File: src/rtl/generator_n.sv
// Nested-loop value generator: DELAY then RUN over NUM_LOOPS nested counters, adding a per-level step.
// Optional GENERATOR_N_CONTINUOUS_EN adds cont_i, which restarts the sequence instead of finishing.
module generator_n #(
  parameter int unsigned DATA_W    = 32,
  parameter int unsigned PERIOD_W  = 16,
  parameter int unsigned ITER_W    = 16,
  parameter int unsigned DELAY_W   = 7,
  parameter int unsigned NUM_LOOPS = 3,
  localparam int unsigned IterInW  = (NUM_LOOPS > 1) ? (NUM_LOOPS - 1) * ITER_W : 1
) (
  input  logic                          clk,
  input  logic                          rst_n,
  input  logic                          run_i,
  input  logic                          ready_i,
  input  logic [DATA_W-1:0]             start_i,
  input  logic [PERIOD_W-1:0]           per_i,
  input  logic [PERIOD_W-1:0]           duty_i,
  input  logic [DELAY_W-1:0]            delay_i,
  input  logic [IterInW-1:0]            iter_i,
  input  logic [NUM_LOOPS*DATA_W-1:0]   step_i,
`ifdef GENERATOR_N_CONTINUOUS_EN
  input  logic                          cont_i,
`endif
  output logic                          valid_o,
  output logic [DATA_W-1:0]             data_o,
  output logic                          last_o,
  output logic                          busy_o,
  output logic                          done_o
);

  localparam int unsigned OuterN = (NUM_LOOPS > 1) ? NUM_LOOPS - 1 : 1;
  localparam int unsigned OuterW = OuterN * ITER_W;

  typedef enum logic [1:0] {StIdle, StDelay, StRun, StDone} state_e;

  state_e                      state_q, state_d;
  logic [DELAY_W-1:0]          dly_q, dly_d;
  logic [PERIOD_W-1:0]         c0_q, c0_d;
  logic [OuterW-1:0]           ck_q, ck_d;
  logic [PERIOD_W-1:0]         per_q, per_d;
  logic [PERIOD_W-1:0]         duty_q, duty_d;
  logic [OuterW-1:0]           iter_q, iter_d;
  logic [NUM_LOOPS*DATA_W-1:0] step_q, step_d;
  logic [DATA_W-1:0]           data_q, data_d;
`ifdef GENERATOR_N_CONTINUOUS_EN
  logic [DATA_W-1:0]           start_q, start_d;
`endif
  logic                        valid_q, valid_d;
  logic                        last_q, last_d;
  logic                        busy_q, busy_d;
  logic                        done_q, done_d;
  logic                        carry;
  logic                        last_now;

  // Zero-length counts behave as length 1, so the terminal index saturates at 0.
  function automatic logic [PERIOD_W-1:0] per_last(input logic [PERIOD_W-1:0] p);
    return (p == '0) ? '0 : p - PERIOD_W'(1);
  endfunction

  function automatic logic [ITER_W-1:0] iter_last(input logic [ITER_W-1:0] it);
    return (it == '0) ? '0 : it - ITER_W'(1);
  endfunction

  function automatic logic seq_last(input logic [PERIOD_W-1:0] c0, input logic [PERIOD_W-1:0] p,
                                    input logic [OuterW-1:0] ck, input logic [OuterW-1:0] it);
    logic t;
    t = (c0 == per_last(p));
    for (int k = 0; k < int'(NUM_LOOPS) - 1; k++) begin
      t = t & (ck[k*ITER_W +: ITER_W] == iter_last(it[k*ITER_W +: ITER_W]));
    end
    return t;
  endfunction

  always_comb begin
    state_d  = state_q;
    dly_d    = dly_q;
    c0_d     = c0_q;
    ck_d     = ck_q;
    per_d    = per_q;
    duty_d   = duty_q;
    iter_d   = iter_q;
    step_d   = step_q;
    data_d   = data_q;
`ifdef GENERATOR_N_CONTINUOUS_EN
    start_d  = start_q;
`endif
    carry    = 1'b0;
    last_now = seq_last(c0_q, per_q, ck_q, iter_q);

    if (run_i) begin
      per_d   = per_i;
      duty_d  = duty_i;
      iter_d  = OuterW'(iter_i);
      step_d  = step_i;
      data_d  = start_i;
`ifdef GENERATOR_N_CONTINUOUS_EN
      start_d = start_i;
`endif
      c0_d    = '0;
      ck_d    = '0;
      dly_d   = delay_i;
      state_d = (delay_i != '0) ? StDelay : StRun;
    end else begin
      case (state_q)
        StDelay: begin
          if (ready_i) begin
            if (dly_q <= DELAY_W'(1)) begin
              dly_d   = '0;
              state_d = StRun;
            end else begin
              dly_d = dly_q - DELAY_W'(1);
            end
          end
        end
        StRun: begin
          if (ready_i) begin
            if (last_now) begin
`ifdef GENERATOR_N_CONTINUOUS_EN
              if (cont_i) begin
                data_d = start_q;
                c0_d   = '0;
                ck_d   = '0;
              end else begin
                state_d = StDone;
              end
`else
              state_d = StDone;
`endif
            end else begin
              // Ripple from level 0 upward: terminal levels wrap, first non-terminal one steps.
              if (c0_q == per_last(per_q)) begin
                c0_d  = '0;
                carry = 1'b1;
              end else begin
                c0_d   = c0_q + PERIOD_W'(1);
                data_d = data_q + step_q[DATA_W-1:0];
              end
              for (int k = 0; k < int'(NUM_LOOPS) - 1; k++) begin
                if (carry) begin
                  if (ck_q[k*ITER_W +: ITER_W] == iter_last(iter_q[k*ITER_W +: ITER_W])) begin
                    ck_d[k*ITER_W +: ITER_W] = '0;
                  end else begin
                    ck_d[k*ITER_W +: ITER_W] = ck_q[k*ITER_W +: ITER_W] + ITER_W'(1);
                    data_d = data_q + step_q[(k+1)*DATA_W +: DATA_W];
                    carry  = 1'b0;
                  end
                end
              end
            end
          end
        end
        default: ;
      endcase
    end

    valid_d = (state_d == StRun) && (c0_d < duty_d);
    last_d  = (state_d == StRun) && seq_last(c0_d, per_d, ck_d, iter_d);
    busy_d  = (state_d == StDelay) || (state_d == StRun);
    done_d  = (state_d == StDone);
  end

  always_ff @(posedge clk or negedge rst_n) begin
    if (!rst_n) begin
      state_q <= StIdle;
      dly_q   <= '0;
      c0_q    <= '0;
      ck_q    <= '0;
      per_q   <= '0;
      duty_q  <= '0;
      iter_q  <= '0;
      step_q  <= '0;
      data_q  <= '0;
`ifdef GENERATOR_N_CONTINUOUS_EN
      start_q <= '0;
`endif
      valid_q <= 1'b0;
      last_q  <= 1'b0;
      busy_q  <= 1'b0;
      done_q  <= 1'b0;
    end else begin
      state_q <= state_d;
      dly_q   <= dly_d;
      c0_q    <= c0_d;
      ck_q    <= ck_d;
      per_q   <= per_d;
      duty_q  <= duty_d;
      iter_q  <= iter_d;
      step_q  <= step_d;
      data_q  <= data_d;
`ifdef GENERATOR_N_CONTINUOUS_EN
      start_q <= start_d;
`endif
      valid_q <= valid_d;
      last_q  <= last_d;
      busy_q  <= busy_d;
      done_q  <= done_d;
    end
  end

  assign valid_o = valid_q;
  assign data_o  = data_q;
  assign last_o  = last_q;
  assign busy_o  = busy_q;
  assign done_o  = done_q;

endmodule

File: config.mk
export PLATFORM = sky130hd
export DESIGN_NAME = generator_n
export DESIGN_NICKNAME = d
export VERILOG_FILES = /design/src/rtl/generator_n.sv
export SDC_FILE = /design/constraint.sdc
export NUM_CORES = 1
export LEC_CHECK = 0
export ABC_AREA = 1
export ABC_CLOCK_PERIOD_IN_PS = 10100
export BUFFER_PORTS_ARGS = -buffer_cell sky130_fd_sc_hd__buf_2
export CORE_MARGIN = 10
export CORE_UTILIZATION = 23
export CTS_CLUSTER_SIZE = 24
export DETAILED_ROUTE_END_ITERATION = 16
export GPL_TIMING_DRIVEN = 1
export HOLD_SLACK_MARGIN = 0.15
export PLACE_DENSITY = 0.42
export SLEW_MARGIN = 20
export SYNTH_ARGS = -nofsm -noshare
export SYNTH_HDL_FRONTEND = slang
export SYNTH_SLANG_ARGS = --single-unit
File: constraint.sdc
create_clock -name clk -period 10.1 [get_ports clk]
set_clock_uncertainty 0.15 [all_clocks]
set_input_delay 1.01 -clock clk [delete_from_list [all_inputs] [get_ports clk]]
set_output_delay 1.01 -clock clk [all_outputs]
set_load 0.01 [all_outputs]
# After elaboration in Yosys (flattened, before gate mapping)
# Cells that the tools add are included.
op_classes:
  n_mux: 53
  n_eq_ne: 12
  bitwise: 4
  n_reduce_logical: 15
  order_cmp: 2
  n_addsub: 13
ops:
  columns: ["cell", "count"]
  rows:
  - ["32-bit 2-to-1 mux", 14]
  - ["16-bit 2-to-1 mux", 17]
  - ["32-bit adder", 3]
  - ["16-bit equality test", 6]
  - ["16-bit zero test", 6]
  - ["16-bit by 1-bit subtractor with 16-bit output (second input constant)", 6]
  - ["16-bit by 1-bit adder with 16-bit output (second input constant)", 3]
  - ["7-bit 2-to-1 mux", 4]
  - ["16-bit less-than comparator", 1]
  - ["2-bit 2-to-1 mux", 6]
  - ["1-bit 2-to-1 mux", 11]
  - ["7-bit by 1-bit <= comparator with 1-bit output (second input constant)", 1]
  - ["7-bit nonzero test", 1]
  - ["7-bit by 1-bit subtractor with 7-bit output (second input constant)", 1]
  - ["2-bit equality test (second input constant)", 3]
  - ["2-bit nonzero test", 3]
  - ["1-bit AND", 4]
  - ["2-bit by 1-bit equality test with 1-bit output (second input constant)", 2]
  - ["2-bit one-hot mux with 2 select lines", 1]
  - ["3-bit AND reduction", 1]
  - ["1-bit logical AND", 2]
  - ["2-bit != test (second input constant)", 1]
  - ["2-bit AND reduction", 1]
  - ["1-bit logical OR", 1]
word_totals:
  ff_bits: 253
  wordCells: 112
  in_bits: 203

# Depth between registers and ports, before layout
# Gate-level depths: netlist of run 1.
logic_depth:
  word_depth: 23
  ltp_mapped: 30
  mapped_depth_nobuf: 30

# Worst setup path after synthesis of run 1
# Ideal clock, no wire load.
synth_timing:
  path_kind: "input to register"
  from: "input run_i"
  to: "register last_q (netlist: last_o)"
  t_required_ns: 9.879
  setup_ns: 0.071
  arrival_time_ns: 3.855
  path_stages: 28
  slack_ns: 6.024
  path_cell_list: "buf_4 inv_2 buf_2 buf_6 or2_2 o21ai_0 ha_1 nand2_1 nor2_1 nand2_1 nor2_2 nand3_1 nor3_1 inv_1 nor2_1 nand2_1 inv_2 a21oi_1 o21a_1 nand2_1 nand2_1 inv_1 nand2_1 nor2_1 nand2_1 nor2_1 nand3_1 nor2_1"
synth_between:
  elab_chain_len: 7
  elab_cells_between_ends: 21
synth_rtl:
  columns: ["item", "line", "rtl"]
  rows:
  - ["start, declared", "13", "input logic run_i,"]
  - ["16-bit 2-to-1 mux / 32-bit 2-to-1 mux (equally long branches)", "90", "if (run_i) begin"]
  - ["16-bit by 1-bit subtractor with 16-bit output, or another cell as far along", "57", "return (p == '0) ? '0 : p - PERIOD_W'(1);"]
  - ["16-bit 2-to-1 mux (on tied branches)", "57, 61", null]
  - ["16-bit equality test (on tied branches)", "67, 69", null]
  - ["1-bit AND (2 in series)", "69", "t = t & (ck[k*ITER_W +: ITER_W] == iter_last(it[k*ITER_W +: ITER_W]));"]
  - ["1-bit logical AND (*)", "157", "last_d = (state_d == StRun) && seq_last(c0_d, per_d, ck_d, iter_d);"]
  - ["named net last_d", "49", "logic last_q, last_d;"]
  - ["end signal, assigned", "194", "last_q <= last_d;"]
  - ["end, declared", "49", null]
# The timed path passes the listed nets; every way through them passes the cells marked *.
# A chain may end at the register's enable or synchronous reset.

# Worst setup path in the final report of run 1
layout_timing:
  from: "register data_q[1] (netlist: data_o[1])"
  to: "register data_q[28] (netlist: data_o[28])"
layout_between:
  elab_chain_len: 10
  elab_cells_between_ends: 12
layout_rtl:
  columns: ["item", "line", "rtl"]
  rows:
  - ["start, declared", "44", "logic [DATA_W-1:0] data_q, data_d;"]
  - ["start signal, assigned", "189", "data_q <= data_d;"]
  - ["32-bit adder", "136", "data_d = data_q + step_q[DATA_W-1:0];"]
  - ["32-bit 2-to-1 mux", "131", "if (c0_q == per_last(per_q)) begin"]
  - ["32-bit 2-to-1 mux", "140", "if (ck_q[k*ITER_W +: ITER_W] == iter_last(iter_q[k*ITER_W +: ITER_W])) begin"]
  - ["32-bit 2-to-1 mux", "139", "if (carry) begin"]
  - ["32-bit 2-to-1 mux", "140", null]
  - ["32-bit 2-to-1 mux (*)", "139", null]
  - ["32-bit 2-to-1 mux (*)", "117", "if (last_now) begin"]
  - ["32-bit 2-to-1 mux (*)", "116", "if (ready_i) begin"]
  - ["32-bit 2-to-1 mux (*)", "104", "case (state_q)"]
  - ["32-bit 2-to-1 mux (*)", "90", null]
# Every way passes the cells marked *; elsewhere a longest branch is shown, timed or not. The select of a mux whose other input is x is not followed.

==> qor.yml, run 1 <==
run_status:
  status: "completed"
floorplan:
  pin_count: 239
  num_rows: 112
  core_um2: 93700
  start_util_pct: 23.3
  die_width_um: 328
  die_area_um2: 108000
  dieHeight_um: 328
setup_path:
  crit_slowest_cell: "o21ai_0"
  path_cells: "inv_1 -> fa_1 -> o21ai_0 -> a21oi_1 -> o21ai_0 -> a21boi_0 -> o21ai_0 -> a31oi_1 -> o21ai_0 -> a21oi_1 -> nand2_1 -> nand2_1 -> o211ai_1 -> nand2_1 -> nand2_1 -> nand2_1 -> nand2_1"
  worstSetupStartpointType: "flip-flop"
  end_kind: "flip-flop"
  worstPathRequired_ns: 10.45
  path_delay_family: "compound AO/OA/AOI/OAI gates"
  cp.arrival_ns: 5.29
  crit_path_max_fanout: 6
  path_class: "reg -> reg"
  path_common_cell: "nand2_1"
  cpPeakStageDelay_ns: 0.57
  crit_buf_inv: 1
place:
  port_buffers: 238
  dp_hpwl_um: 76400
  placed_cells_incl_taps: 4791
  routabilityCongestion: 0.899
clock_network:
  post_cts_hold_buffer_count: 0
  clkTransAtPathRegs_ns: 0.06
  numClockSinks: 253
  cts_resized: 0
  clk-insertion-delay-late_ns: 0.56
  numCtsBuffers: 34
  cts_tree: "yes"
  post-cts-setup-buffer-count: 0
  cts_max_level: 2
  clockRootBuffer: "clkbuf_16"
  max-clock-path-buffers: 3
detailed_routing:
  wl_per_cell_um: 19.5
  viasPerCell: 4.68
  totalWireLength_um: 94600
  antenna_left: 0
  vias: 22700
  drtPass1Iterations: 5
  drtIter0Drc: 1664
  remaining_drc_errors: 0
global_route:
  grt_use_total_pct: 17.1
  grt_pass1_wl_um: 142000
  grt_antenna_before_repair: 1
  grt-ovfl-total: 0
  grt_start_max_net_pins: 162
  grt_pass1_vias: 22200
sta:
  timing.hold.ws_ns: 0.304
  finalCritPeriodShare_pct: 49.0
  setup_viol: 0
  hold_viol_final: 0
  period_minus_slack_ns: 4.95
  slew_headroom_pct: 25.3
  drv_slew: 0
  setup_tns_ns: 0
  max_freq_ghz: 0.202
  rsz0062_at_grt: "no"
  worstMarginPinSlew_ns: 1.12
flow_run:
  cap_violations: 0
logic_synthesis:
  avgSynthCellArea_um2: 6.48
  synth-seq-area-share_pct: 29.0
  syn_area_um2: 21800
  synth_edf_count: 0
  syn_nets: 3697
  yosys_register_bits: 253
  synthFlopType: "dfrtp_1"
  async_reset_ff_share_pct: 100
  netlist-cell-type-count: 59
  ys_warn_count: 0
  syn_inst: 3365
finish:
  nets: 3905
  finalNonFillerCells: 4850
  nFillCells: 10600
  regArea_um2: 6330
  post_route_cells_drive_above_1_share_pct: 11.9
  area_growth_pct: 16.8
  multi_input_area_um2: 13500
power:
  powerDensity_nw_per_um2: 145
  leakagePower_nw: 13.1
  max-vdd-ir-drop_mv: 0.0989
min_path:
  hold_path.class: "in -> async"
-- cell type report --
| cell class | instances | area share, % |
|---|---|---|
| multi-input cells | 2601 | 53.0 |
| flip-flops and latches | 253 | 24.9 |
| inverters | 432 | 6.40 |
| well taps | 1254 | 6.16 |
| repair buffers | 251 | 5.18 |
| clock buffers | 41 | 3.61 |
| clock inverters | 17 | 0.806 |
| diodes | 1 | 0.00982 |
-- synthesized netlist by cell type, drive strengths merged (51+ instances only) --
library cell  instances  area [um2]
a21oi               160         801
nor2                326        1330
xor2                 66         578
ha                  126        1580
clkbuf               53         199
or2                  68         425
nand2              1069        4070
o21ai               168         860
nand3               269        1360
dfrtp               253        6330
inv                 429        1610
nand4                94         601
nor3                 51         275
-- worst reg2reg max path: stages (launching register included) --
cell	delay, ns
dfrtp_1	0.52
inv_1	0.22
fa_1	0.49
o21ai_0	0.35
a21oi_1	0.17
o21ai_0	0.51
a21boi_0	0.28
o21ai_0	0.57
a31oi_1	0.32
o21ai_0	0.48
a21oi_1	0.17
nand2_1	0.09
nand2_1	0.05
o211ai_1	0.22
nand2_1	0.08
nand2_1	0.06
nand2_1	0.11
nand2_1	0.08
-- state kept, by name, indices dropped and copies added, names as in the netlist --
name     flops
step_q      96
ck_q        32
data_o      32
iter_q      32
c0_q        16
duty_q      16
per_q       16
dly_q        7
state_q      2
busy_o       1
done_o       1
last_o       1
valid_o      1
-- cells by family (layout without fill, tap and decap cells) --
kind of cell	after synthesis	after routing	share of synthesized area [%]
compound gates	462	462	12.3
xor+xnor	101	101	4.06
fa+ha+maj	129	129	7.50
buf+inv	511	741	9.13
flops	253	253	29.0
mux	4	4	0.184
other cells	0	1	0
simple gates	1905	1905	37.8
-- final timing paths --
path | from | cells past startpoint | endpoint | slack, ns
worst max-delay path | data_o[1] | 17 | data_o[28] | 5.15
worst min-delay path | rst_n | 1 | data_o[20] | 0.30
worst max register to register | data_o[1] | 17 | data_o[28] | 5.15
worst min register to register | step_q[77] | 2 | step_q[77] | 0.32
max in group asynchronous | rst_n | 2 | duty_q[1] | 8.11
min in group clk | step_q[77] | 2 | step_q[77] | 0.32
-- power by group --
group / internal [mW] / leakage (nW) / switching (mW) / total, mW
clock network: 0.752 / 0.552 / 0.524 / 1.28
logic: 0.437 / 9.42 / 0.765 / 1.20
registers: 1.10 / 3.10 / 0.120 / 1.22
total: 2.29 / 13.1 / 1.41 / 3.70
-- placed cells by master, fill, tap and decap left out, types with 22 or more instances in the layout --
master	count
ha_1	126
a31oi_1	22
nand4_1	92
a21oi_1	160
o21ai_0	154
o211ai_1	28
clkbuf_16	35
nor2_1	303
xor2_1	66
inv_1	415
nand3_1	267
xnor2_1	35
or2_2	64
dfrtp_1	253
nor3_1	47
buf_2	236
nand2_1	1058
-- layer usage --
layer	part of all wire (%)	up-vias	global-route usage [%]
li1	-	11400	-
met1	48	10700	24.2
met2	44	541	27.0
met3	5.0	93	2.36
met4	2.2	0	3.99
met5	0	-	0
-- through the flow --
step / util [%] / cell area, um2 / worst slack, ns / power (mW)
after floorplan: - / 21800 / 6.02 / 2.01
after global placement: 26.0 / 24300 / 4.77 / 2.44
after detailed placement: 26.0 / 24300 / 4.75 / 2.44
after CTS: 27.2 / 25500 / 5.13 / 3.74
after global routing: 27.2 / 25500 / 4.75 / 3.93
final: 27.2 / 25500 / 5.15 / 3.70
No activity file was read; power rests on OpenSTA's default activity.
==> run 2: changes to the inputs <==
--- a/config.mk
+++ b/config.mk
@@ -6,7 +6,7 @@
 export NUM_CORES = 1
 export LEC_CHECK = 0
 export ABC_AREA = 1
-export ABC_CLOCK_PERIOD_IN_PS = 10100
+export ABC_CLOCK_PERIOD_IN_PS = 4100
 export BUFFER_PORTS_ARGS = -buffer_cell sky130_fd_sc_hd__buf_2
 export CORE_MARGIN = 10
 export CORE_UTILIZATION = 23
@@ -14,7 +14,7 @@
 export DETAILED_ROUTE_END_ITERATION = 16
 export GPL_TIMING_DRIVEN = 1
 export HOLD_SLACK_MARGIN = 0.15
-export PLACE_DENSITY = 0.42
+export PLACE_DENSITY = 0.44
 export SLEW_MARGIN = 20
 export SYNTH_ARGS = -nofsm -noshare
 export SYNTH_HDL_FRONTEND = slang
==> constraint.sdc (replaced) <==
create_clock -name clk -period 4.1 [get_ports clk]
set_clock_uncertainty 0.15 [all_clocks]
set_input_delay 0.41 -clock clk [delete_from_list [all_inputs] [get_ports clk]]
set_output_delay 0.41 -clock clk [all_outputs]
set_load 0.01 [all_outputs]
==> run 2 against run 1 <==
First-iteration DRC count rose by 6.6%; die area stayed put; clock power grew 140%; count of clock-buffer cells in the layout rose by 7; highest routed layer unchanged.
==> qor.yml, run 2 (synthesis results as in run 1) <==
clock_network:
  numCtsBuffers: 35  # +2.9%
  clkTransAtPathRegs_ns: 0.06  # about the same
  cts_max_level: 2  # unchanged
  cts_tree: "yes"
  max-clock-path-buffers: 3  # unchanged
  numClockSinks: 253  # unchanged
  clk-insertion-delay-late_ns: 0.58  # +0.02 ns
  clockRootBuffer: "clkbuf_16"
sta:
  hold_viol_final: 0  # unchanged
  drv_slew: 0  # unchanged
  slew_headroom_pct: 42.5  # +17 points
  rsz0062_at_grt: "yes"
  finalCritPeriodShare_pct: 96.9  # +48 points
  period_minus_slack_ns: 3.97  # -0.976 ns
  max_freq_ghz: 0.252  # +25%
  setup_viol: 0  # unchanged
  timing.hold.ws_ns: 0.164  # -0.140 ns
  worstMarginPinSlew_ns: 0.863  # -0.254 ns
  finalWorstSetupSlack_ns: 0.127  # -5.02 ns
power:
  max-vdd-ir-drop_mv: 0.226  # +130%
  leakagePower_nw: 14.5  # +11%
  p_total_mw: 9.33  # +150%
  powerDensity_nw_per_um2: 325  # +120%
detailed_routing:
  totalWireLength_um: 97900  # +3.5%
  antenna_left: 0  # unchanged
  viasPerCell: 4.64  # -0.88%
  remaining_drc_errors: 0  # unchanged
  drtPass1Iterations: 5  # unchanged
  drtIter0Drc: 1773  # +6.6%
  wl_per_cell_um: 19.0  # -2.5%
  vias: 23900  # +5.3%
floorplan:
  core_um2: 93700  # unchanged
  start_util_pct: 23.3  # unchanged
  dieHeight_um: 328  # unchanged
  die_area_um2: 108000  # unchanged
  pin_count: 239  # unchanged
  die_width_um: 328  # unchanged
  num_rows: 112  # unchanged
global_route:
  grt_use_total_pct: 17.6  # +0.49 points
  grt_pass1_vias: 23500  # +5.8%
  grt-ovfl-total: 0  # unchanged
  grt_start_max_net_pins: 93  # -43%
  grt_pass1_wl_um: 147000  # +3.6%
  grt_antenna_before_repair: 0  # -1
finish:
  n_antenna_cell: 0  # -1
  final_cell_mix: "nand2_1, inv_1, nor2_1, nand3_1, dfrtp_1"
  nFillCells: 10400  # -2.4%
  multi_input_area_um2: 13900  # +3.2%
  final_area_um2: 28700  # +13%
  layout_commonest_cell: "nand2_1"
  largest-register: "step_q"
  area_growth_pct: 31.5
  post_route_cells_drive_above_1_share_pct: 16.2  # +4.3 points
  regArea_um2: 6350  # +0.26%
  nets: 4208  # +7.8%
  finalNonFillerCells: 5151  # +6.2%
  largest_register_ffs: 96  # unchanged
flow_run:
  cap_violations: 0  # unchanged
run_status:
  status: "completed"
place:
  routabilityCongestion: 0.940  # +4.6%
  place_ws_ns: -0.331  # -5.08 ns
  placed_area_um2: 25300  # +4.0%
  dp_hpwl_um: 77800  # +1.8%
  placed_cells_incl_taps: 4907  # +2.4%
  port_buffers: 238  # unchanged
setup_path:
  worstPathRequired_ns: 4.43  # -6.02 ns
  end_kind: "flip-flop"
  worstSetupStartpointType: "flip-flop"
  cp.arrival_ns: 4.31  # -0.98 ns
  path_class: "reg -> reg"
  crit_path_max_fanout: 9  # +3
min_path:
  hold_path.class: "in -> reg"
-- run 2: changes by cell type in the layout (fill, tap and decap cells not counted), moves of 8 or more --
cell,delta
nor2_4,+17
nand2_2,+9
dfrtp_2,+13
nand2_1,-11
dfrtp_1,-13
dlygate4sd3_1,+175
buf_4,+114
buf_12,+8
nor2_1,-28
nor2_2,+11
-- run 2: power breakdown --
part / internal [mW] / total [mW] / switching, mW
combinational: 1.30 / 3.28 / 1.98
sequential: 2.71 / 2.98 / 0.276
clock: 1.77 / 3.06 / 1.29
-- run 2: layout make-up --
cell class	instances	share of cell area, %
Sequential cell	253	22.1
Timing Repair Buffer	549	14.3
Inverter	432	5.71
Multi-Input combinational cell	2605	48.5
Clock inverter	10	0.323
Clock buffer	48	3.51
Tap cell	1254	5.47
-- run 2: worst paths after layout --
| path | slack, ns | cells after the start | start | endpoint |
|---|---|---|---|---|
| setup / recovery | 0.13 | 23 | per_q[2] | valid_o |
| hold / removal | 0.16 | 4 | iter_i[14] | iter_q[14] |
| setup reg to reg | 0.13 | 23 | per_q[2] | valid_o |
| hold reg to reg | 0.33 | 2 | step_q[36] | step_q[36] |
| max in group asynchronous | 2.41 | 4 | rst_n | step_q[80] |
| min in group asynchronous | 0.28 | 2 | rst_n | step_q[90] |
-- run 2: stage by stage --
stage | setup TNS (ns) | utilization (%)
after detailed placement | -0.350 | 27.0
final | 0 | 30.6
after CTS | 0 | 30.2
after global routing | -0.0783 | 30.6
after global placement | -0.489 | 27.0
after floorplan | 0 | -
-- run 2: critical path: stages, from the launching register on --
cell and delay (ns):
dfrtp_2 0.49, nor2_4 0.18, nand2_1 0.11, nor2_4 0.22
nand2_4 0.13, nand3_1 0.10, nand2_1 0.09, a21oi_1 0.20
nand3b_1 0.15, nor2_4 0.16, nand2_4 0.11, nor2_8 0.17
nand2_8 0.12, nand3_2 0.09, nor3_1 0.07, or2_2 0.29
nand3_1 0.10, inv_1 0.10, ha_4 0.26, nand2_2 0.12
nand2_2 0.11, nor2_1 0.10, o221ai_1 0.11, a21oi_1 0.12
-- run 2: repair_timing --
action                     4_1_cts  5_1_grt
hold endpoints to repair       254        0
setup endpoints to repair        2       13
hold buffers                   175        0
buffers inserted                 1        5
gates resized for setup         26       99
pin swaps                        4       13
cloned                           2        3
-- run 2: layer usage --
| metal | share of wire [%] | routed length [um] | global-route usage, % | up-vias |
|---|---|---|---|---|
| li1 | - | - | - | 12000 |
| met1 | 48 | 46900 | 24.5 | 11300 |
| met2 | 46 | 44900 | 28.6 | 531 |
| met3 | 4.4 | 4330 | 2.26 | 90 |
| met4 | 1.8 | 1810 | 3.66 | 0 |
| met5 | 0 | 0 | 0 | - |
